$ cat src/rtl/mem_access_unit_if.sv
// Bundle of the pipeline-side request signals and the data-memory bus of mem_access_unit.
// master: the access unit; slave: the surrounding pipeline and memory.
interface mem_access_unit_if;
    logic        ex_valid;
    logic        mem_read;
    logic        mem_write;
    logic [2:0]  funct3;
    logic [31:0] addr;
    logic [31:0] wdata;

    logic        dmem_req;
    logic        dmem_we;
    logic [31:0] dmem_addr;
    logic [3:0]  dmem_be;
    logic [31:0] dmem_wdata;
    logic        dmem_ack;
    logic [31:0] dmem_rdata;

    logic        stall;
    logic [31:0] load_data;
    logic        load_valid;
    logic        misalign;

    modport master (
        input  ex_valid, mem_read, mem_write, funct3, addr, wdata, dmem_ack, dmem_rdata,
        output dmem_req, dmem_we, dmem_addr, dmem_be, dmem_wdata,
        output stall, load_data, load_valid, misalign
    );

    modport slave (
        output ex_valid, mem_read, mem_write, funct3, addr, wdata, dmem_ack, dmem_rdata,
        input  dmem_req, dmem_we, dmem_addr, dmem_be, dmem_wdata,
        input  stall, load_data, load_valid, misalign
    );
endinterface

$ cat src/rtl/mem_access_unit.sv
// RISC-V load/store unit: one outstanding data-memory access, pipeline stalled until ack.
// Optional macro MISALIGN_CHECK_EN rejects misaligned halfword/word requests with a misalign pulse.
module mem_access_unit (
    input logic               clk,
    input logic               rst_n,
    mem_access_unit_if.master bus
);
    localparam logic [1:0] IDLE = 2'd0;
    localparam logic [1:0] REQ  = 2'd1;
    localparam logic [1:0] DONE = 2'd2;

    logic [1:0]  r_state;
    logic [1:0]  w_state_next;
    logic        r_we;
    logic [2:0]  r_funct3;
    logic [1:0]  r_addr_lo;
    logic [31:0] r_dmem_addr;
    logic [3:0]  r_dmem_be;
    logic [31:0] r_dmem_wdata;
    logic [31:0] r_load_data;

    logic        w_is_load;
    logic        w_is_store;
    logic        w_legal;
    logic        w_req;
    logic        w_misalign;
    logic        w_accept;
    logic [3:0]  w_be;
    logic [31:0] w_wdata;
    logic [7:0]  w_byte;
    logic [15:0] w_half;
    logic [31:0] w_load_ext;

    assign w_is_load  = bus.mem_read & ~bus.mem_write;
    assign w_is_store = bus.mem_write & ~bus.mem_read;
    assign w_legal    = w_is_load  ? (bus.funct3 inside {3'b000, 3'b001, 3'b010, 3'b100, 3'b101})
                      : w_is_store ? (bus.funct3 inside {3'b000, 3'b001, 3'b010})
                      : 1'b0;
    assign w_req      = bus.ex_valid & w_legal;

`ifdef MISALIGN_CHECK_EN
    assign w_misalign = w_req &
                        (((bus.funct3[1:0] == 2'b01) & bus.addr[0]) |
                         ((bus.funct3[1:0] == 2'b10) & (bus.addr[1:0] != 2'b00)));
`else
    assign w_misalign = 1'b0;
`endif

    assign w_accept = w_req & ~w_misalign;

    // Store lane enables and replicated data; loads always read the whole word.
    always_comb begin
        w_be    = 4'b1111;
        w_wdata = bus.wdata;
        if (w_is_store) begin
            case (bus.funct3[1:0])
                2'b00: begin
                    w_be    = 4'b0001 << bus.addr[1:0];
                    w_wdata = {4{bus.wdata[7:0]}};
                end
                2'b01: begin
                    w_be    = bus.addr[1] ? 4'b1100 : 4'b0011;
                    w_wdata = {2{bus.wdata[15:0]}};
                end
                default: ;
            endcase
        end
    end

    always_comb begin
        case (r_addr_lo)
            2'd0:    w_byte = bus.dmem_rdata[7:0];
            2'd1:    w_byte = bus.dmem_rdata[15:8];
            2'd2:    w_byte = bus.dmem_rdata[23:16];
            default: w_byte = bus.dmem_rdata[31:24];
        endcase
        w_half = r_addr_lo[1] ? bus.dmem_rdata[31:16] : bus.dmem_rdata[15:0];
        case (r_funct3)
            3'b000:  w_load_ext = {{24{w_byte[7]}}, w_byte};
            3'b100:  w_load_ext = {24'h0, w_byte};
            3'b001:  w_load_ext = {{16{w_half[15]}}, w_half};
            3'b101:  w_load_ext = {16'h0, w_half};
            default: w_load_ext = bus.dmem_rdata;
        endcase
    end

    always_comb begin
        w_state_next = r_state;
        case (r_state)
            IDLE:    if (w_accept) w_state_next = REQ;
            REQ:     if (bus.dmem_ack) w_state_next = DONE;
            DONE:    w_state_next = IDLE;
            default: w_state_next = IDLE;
        endcase
    end

    always_ff @(posedge clk or negedge rst_n) begin
        if (!rst_n) begin
            r_state <= IDLE;
        end else begin
            r_state <= w_state_next;
        end
    end

    // Bus fields are registered at acceptance so they stay stable for the whole REQ phase.
    always_ff @(posedge clk or negedge rst_n) begin
        if (!rst_n) begin
            r_we         <= 1'b0;
            r_funct3     <= 3'b000;
            r_addr_lo    <= 2'b00;
            r_dmem_addr  <= 32'h0;
            r_dmem_be    <= 4'h0;
            r_dmem_wdata <= 32'h0;
        end else if ((r_state == IDLE) && w_accept) begin
            r_we         <= w_is_store;
            r_funct3     <= bus.funct3;
            r_addr_lo    <= bus.addr[1:0];
            r_dmem_addr  <= {bus.addr[31:2], 2'b00};
            r_dmem_be    <= w_be;
            r_dmem_wdata <= w_wdata;
        end
    end

    always_ff @(posedge clk or negedge rst_n) begin
        if (!rst_n) begin
            r_load_data <= 32'h0;
        end else if ((r_state == REQ) && bus.dmem_ack && !r_we) begin
            r_load_data <= w_load_ext;
        end
    end

    assign bus.dmem_req   = (r_state == REQ);
    assign bus.dmem_we    = r_we;
    assign bus.dmem_addr  = r_dmem_addr;
    assign bus.dmem_be    = r_dmem_be;
    assign bus.dmem_wdata = r_dmem_wdata;
    assign bus.stall      = rst_n & (((r_state == IDLE) & w_accept) | (r_state == REQ));
    assign bus.load_data  = r_load_data;
    assign bus.load_valid = (r_state == DONE) & ~r_we;
    assign bus.misalign   = rst_n & (r_state == IDLE) & w_misalign;
endmodule

$ cat src/flat_wrapper.sv
// flat-port wrapper written by rule: the top's interface ports become plain ports
module mem_access_unit_flat 
  (clk, rst_n, bus_ex_valid, bus_mem_read, bus_mem_write, bus_funct3, bus_addr, bus_wdata, bus_dmem_ack, bus_dmem_rdata, bus_dmem_req, bus_dmem_we, bus_dmem_addr, bus_dmem_be, bus_dmem_wdata, bus_stall, bus_load_data, bus_load_valid, bus_misalign);
  mem_access_unit_if bus_i ();
  input logic clk;
  input logic rst_n;
  input wire logic [$bits(bus_i.ex_valid)-1:0] bus_ex_valid;
  input wire logic [$bits(bus_i.mem_read)-1:0] bus_mem_read;
  input wire logic [$bits(bus_i.mem_write)-1:0] bus_mem_write;
  input wire logic [$bits(bus_i.funct3)-1:0] bus_funct3;
  input wire logic [$bits(bus_i.addr)-1:0] bus_addr;
  input wire logic [$bits(bus_i.wdata)-1:0] bus_wdata;
  input wire logic [$bits(bus_i.dmem_ack)-1:0] bus_dmem_ack;
  input wire logic [$bits(bus_i.dmem_rdata)-1:0] bus_dmem_rdata;
  output wire logic [$bits(bus_i.dmem_req)-1:0] bus_dmem_req;
  output wire logic [$bits(bus_i.dmem_we)-1:0] bus_dmem_we;
  output wire logic [$bits(bus_i.dmem_addr)-1:0] bus_dmem_addr;
  output wire logic [$bits(bus_i.dmem_be)-1:0] bus_dmem_be;
  output wire logic [$bits(bus_i.dmem_wdata)-1:0] bus_dmem_wdata;
  output wire logic [$bits(bus_i.stall)-1:0] bus_stall;
  output wire logic [$bits(bus_i.load_data)-1:0] bus_load_data;
  output wire logic [$bits(bus_i.load_valid)-1:0] bus_load_valid;
  output wire logic [$bits(bus_i.misalign)-1:0] bus_misalign;
  assign bus_i.ex_valid = bus_ex_valid;
  assign bus_i.mem_read = bus_mem_read;
  assign bus_i.mem_write = bus_mem_write;
  assign bus_i.funct3 = bus_funct3;
  assign bus_i.addr = bus_addr;
  assign bus_i.wdata = bus_wdata;
  assign bus_i.dmem_ack = bus_dmem_ack;
  assign bus_i.dmem_rdata = bus_dmem_rdata;
  assign bus_dmem_req = bus_i.dmem_req;
  assign bus_dmem_we = bus_i.dmem_we;
  assign bus_dmem_addr = bus_i.dmem_addr;
  assign bus_dmem_be = bus_i.dmem_be;
  assign bus_dmem_wdata = bus_i.dmem_wdata;
  assign bus_stall = bus_i.stall;
  assign bus_load_data = bus_i.load_data;
  assign bus_load_valid = bus_i.load_valid;
  assign bus_misalign = bus_i.misalign;
  mem_access_unit u_core (.clk(clk), .rst_n(rst_n), .bus(bus_i));
endmodule
$ cat config.mk
export PLATFORM = sky130hd
export DESIGN_NAME = mem_access_unit_flat
export DESIGN_NICKNAME = d
export VERILOG_FILES = /design/src/rtl/mem_access_unit_if.sv /design/src/rtl/mem_access_unit.sv /design/src/flat_wrapper.sv
export SDC_FILE = /design/constraint.sdc
export NUM_CORES = 1
export LEC_CHECK = 0
export ABC_AREA = 1
export BUFFER_PORTS_ARGS = -buffer_cell sky130_fd_sc_hd__buf_2
export CELL_PAD_IN_SITES_DETAIL_PLACEMENT = 0
export CELL_PAD_IN_SITES_GLOBAL_PLACEMENT = 1
export CORE_MARGIN = 2
export CORE_UTILIZATION = 38
export CTS_BUF_LIST = sky130_fd_sc_hd__clkbuf_8
export DETAILED_ROUTE_END_ITERATION = 10
export GPL_TIMING_DRIVEN = 0
export HOLD_SLACK_MARGIN = 0.15
export PLACE_DENSITY = 0.89
export SETUP_SLACK_MARGIN = 0.02
export SLEW_MARGIN = 20
export SYNTH_ARGS = -nofsm -noshare
export SYNTH_HDL_FRONTEND = slang
export SYNTH_SLANG_ARGS = --single-unit
$ cat constraint.sdc
create_clock -name clk -period 4.65 [get_ports clk]
set_clock_uncertainty 0.2 [all_clocks]
set_input_delay 0.2325 -clock clk [delete_from_list [all_inputs] [get_ports clk]]
set_output_delay 0.2325 -clock clk [all_outputs]
set_load 0.005 [all_outputs]
# Yosys cells after proc, flatten, opt, wreduce, memory -nomap -nowiden
# Index checks and enable logic that the tools add are counted.
[word_totals]
ff_bits = 106
input_bits = 105
output_inout_bits = 105
elab_cells = 58
[op_classes]
eq_ne = 14
n_shift = 1
muxes = 13
n_bitwise = 10
reduce_logical = 12
[ops]
columns = ["op", "count"]
rows = [
  ["$pmux 32 s4", 1],
  ["$pmux 32 s2", 1],
  ["$mux 32", 1],
  ["$pmux 8 s3", 1],
  ["$mux 16", 1],
  ["$eq 3x3->1 const B", 4],
  ["$mux 4", 2],
  ["$pmux 4 s2", 1],
  ["$and 1x1->1", 6],
  ["$eq 2x1->1 const B", 3],
  ["$eq 3x1->1 const B", 2],
  ["$logic_not 2->1", 3],
  ["$logic_not 3->1", 2],
  ["$reduce_bool 5->1", 1],
  ["$eq 2x2->1 const B", 2],
  ["$mux 2", 2],
  ["$pmux 2 s2", 1],
  ["$shl 1x2->4 const A", 1],
  ["$eq 3x2->1 const B", 1],
  ["$logic_and 1x1->1", 3],
  ["$not 1->1", 3],
  ["$reduce_bool 3->1", 1],
  ["$mux 1", 2],
  ["$ne 2x1->1 const B", 1],
  ["other kinds (4)", 4],
]

# Longest topological paths before layout
[depth]
depth_word = 8
depth_mapped = 10
mapped_depth_nobuf = 9

# Least setup slack after synthesis
# No wires, ideal clock.
[synth_path]
path_type = "register to output"
start = "register u_core.r_state[1]"
end = "output port bus_stall"
arrival_ns = 1.090
setup_slack_ns = 3.128
path_stages_with_launch = 5
cell_sequence = "dfrtp_1 -> nor3b_2 -> nand3b_4 -> buf_6 -> a21boi_0"
[synth_between]
elab_chain_len = 4
elab_cells_between_ends = 5
classes_between = "eq/ne (1); bitwise (3); reduce/logical (1)"
[synth_rtl]
columns = ["element", "line_no", "source"]
rows = [
  ["from (decl)", "mem_access_unit.sv:12", "logic [1:0] r_state;"],
  ["from (signal assigned)", "mem_access_unit.sv:101", "r_state <= w_state_next;"],
  ["$logic_not 2->1", "mem_access_unit.sv:137", "assign bus.stall = rst_n & (((r_state == IDLE) & w_accept) | (r_state == REQ));"],
  ["$and 1x1->1", "mem_access_unit.sv:137", ""],
  ["$or 1x1->1 (*)", "mem_access_unit.sv:137", ""],
  ["$and 1x1->1 (*)", "mem_access_unit.sv:137", ""],
  ["to (decl)", "flat_wrapper.sv:20", "output wire logic [$bits(bus_i.stall)-1:0] bus_stall;"],
]
# Every way passes the cells marked *; elsewhere a longest branch is shown, timed or not.

# Final worst setup path
[layout_path]
start = "input port rst_n"
end = "output port bus_stall"
[layout_between]
elab_chain_len = 1
[layout_rtl]
columns = ["element", "line_no", "source"]
rows = [
  ["from (decl)", "flat_wrapper.sv:6", "input logic rst_n;"],
  ["$and 1x1->1", "mem_access_unit.sv:137", ""],
]
# No other way between the ends.

==> impl_results.md <==
- Core Region: 13,300 um2
- CTS tree: built
- Mapped Area: 5250 um2
- Crit-path cells: dlygate4sd3_1, buf_6, buf_16, a21boi_0, buf_2
- I/O Buffers: 205
- CP peak stage delay: approximately 0.55 ns
- Dominant cell type by area after synthesis: dfrtp_1
- Initial core utilization: 0.393
- Fmax: 0.426 GHz
- Pwr Density: slightly above 400 nW/um2
- Worst r2r src: u_core.r_state[1]
- GRT overflow: 0
- CP required: roughly 4.2 ns
- Die H: between 100 and 150 um
- Psw: between 1 and 1.5 mW
- Syn Area/Cell: about 7.5 um2
- Final Hold Fails: 0
- Critical Path Source: rst_n
- Area share of the largest cell type after synthesis: 0.505
- Residual DRC count: 0
- Least-Margin Pin Slew: 0.529 ns
- Num rows: between 40 and 50
- Fin Setup TNS: 0 ns
- EDFF count, synth: 0
- Max Cap Viol: 0
- Mapped Cells: about 700
- Clock slew at reported path FFs: 0.10 ns
- R2r worst-path depth: 7
- Synth cell types: 31
- Endpoint type of the worst setup path: output port
- Clock group share of total power: 0.187
- Later-pin clock latency in the skew report: 0.38 ns
- H-tree levels: 3
- RSZ-0062 raised after global routing: false
- Lkg Pwr: around 4.4 nW
- Peak VDD IR: between 0.15 and 0.2 mV
- Clock tree buffer depth: 2
- Total setup buffers inserted after CTS: 0
- Fill cell count: 1,266
- Tmin final: 2.35 ns
- Hpwl dp: about 12,000 um
- CP startpoint kind: input pin
- DIE AREA: 14,800 um2
- Vias: 5,744
- Fin crit share: 0.505
- Ys flop type: dfrtp_1
- Area Growth Syn to Fin: 49.7%
- Critical-path top delay cell: dlygate4sd3_1
- Layout cell share with drive strength beyond 1: 0.272
- # placed instances: 1,082
- Via/cell ratio: 4.75
- CP Max Fanout: 55
- Register share of total power: 0.444
- Most common cell in the netlist: nand2_1
- FF+latch area: 2650 um2
- Final #Nets: around 1,100
- Synth warnings: 0
- Sequential fraction of the synthesis area: 0.505
- Status: completed
- Synth area leaders: dfrtp_1, nand2_1, a21oi_1, o21ai_0, nor2_1
- Ys async rst share: 1.00
- Drt total wl: around 17,000 um
- CTS Sinks: between 100 and 150
- Switching portion of total power: 0.361
- Pre-CTS WS: 2.82 ns
- Initial DRC Count: roughly 330
- Largest net degree at the start of global routing: 56
- Vias in the first global route: 5,719
- Slew Viols, Final: 0
- GRT Total Usage: 0.238
- Reg2Reg Capture Point: u_core.bus.load_data[5]
- Pwr Total: ~3.2 mW
- Internal Power: about 2.0 mW
- WL/cell: around 14 um
- CTS buffer count: 9
- # diodes: 0
- Antenna violations before repair: 0
- R2R Setup Slk: 2.48 ns
- Yosys reg bits: between 100 and 150
- First-pass GRT wire length: between 20,000 and 30,000 um
- Worst setup margin: ~2.3 ns
- Drt first pass iters: 5
- Combinational power share: 0.369
- Top cells by count, synth: nand2_1, dfrtp_1, a21oi_1
- Routed Antenna Nets: 0
- Gp weighted congestion: between 0.8 and 0.9
- WS Path Type: in -> out
- Hold crit path type: in -> async
- IO Count: 210
- Die X: about 120 um
- Slew headroom: 0.647
- Final non-filler cell total: between 1,000 and 1,500
- Cts repair resizes: 0
- CTS Root Cell: clkbuf_8
- Multi-input logic area: approximately 2200 um2
- Data arrival, critical path: ~1.9 ns
- Final setup violation count: 0
[routing by layer]
| metal | wire length (um) | track usage |
|---|---|---|
| met1 | 7590 | 0.304 |
| met2 | 8560 | 0.409 |
| met4 | 383 | 0.0841 |
| met5 | 0 | 0 |
| met3 | 940 | 0.0398 |
[registers in the layout (all words and copies together), names as in the netlist]
register and cells:
u_core.r_state 2, u_core.bus.dmem_be 4, u_core.bus.dmem_wdata 32, u_core.r_addr_lo 2
u_core.bus.dmem_we 1, u_core.bus.dmem_addr 30, u_core.r_funct3 3, u_core.bus.load_data 32
[power groups by stage]
stage	logic, mW	clock network [mW]	registers (mW)
floorplan	0.540	0	1.44
global placement	1.07	0	1.41
detailed placement	1.09	0	1.42
CTS	1.17	0.612	1.40
global route	1.32	0.647	1.44
finish	1.17	0.595	1.41
[through the flow]
step | instance area [um2] | util | hold slack, ns
3_5_place_dp | 6540 | 0.490 | 0.0259
4_1_cts | 7860 | 0.589 | 0.179
3_3_place_gp | 6500 | 0.487 | 0.226
5_1_grt | 7860 | 0.589 | 0.210
6_report | 7860 | 0.589 | 0.167
2_1_floorplan | 5260 | - | -0.263
[how the worst max path moves through the flow]
stage,to,depth (start not counted),slack (ns)
2_1_floorplan,bus_stall,4,3.13
4_1_cts,bus_stall,5,2.25
5_1_grt,bus_stall,5,2.13
3_3_place_gp,bus_stall,3,1.67
3_5_place_dp,bus_stall,4,2.82
6_report,bus_stall,5,2.30
[worst max-delay path, delay by kind of cell]
kind	cells	cell delay, ns
compound gates	1	0.20
buf+inv	4	1.44
[layout by cell type (no fill, tap or decap), types with 2 or more instances in the layout]
cell           count
a21oi_1           40
a21oi_2           10
buf_2            222
buf_4              8
buf_6              5
clkbuf_1           8
clkbuf_8           9
clkinvlp_4         3
conb_1             3
dfrtp_1          106
dlygate4sd3_1    112
inv_1             29
inv_2              5
nand2_1          344
nand2_2            3
nand3_1           22
nand3_2            2
nor2_1            35
nor2_2             2
nor2_4             2
o211ai_1           6
o21ai_0           39
o21ai_1            3
[cell families after synthesis]
| group | Yosys count | share of synthesized area |
|---|---|---|
| buffers and inverters | 75 | 0.0698 |
| AND/OR/NAND/NOR | 416 | 0.318 |
| flip-flops | 106 | 0.505 |
| other | 1 | 0.000714 |
| AO/OA/AOI/OAI | 100 | 0.106 |
[what timing repair did]
action | CTS | global route
hold buffers | 112 | 0
setup endpoints to repair | 0 | 0
hold endpoints to repair | 211 | 0
[layout make-up]
class                   instances  area share
flip-flops and latches        106       0.337
multi-input cells             519       0.285
repair buffers                318       0.277
plain buffers                  39      0.0291
well taps                     176      0.0280
inverters                      36      0.0175
clock buffers                   9      0.0158
clock inverters                 7     0.00987
Note: power is estimated with default switching activity, not from simulation.
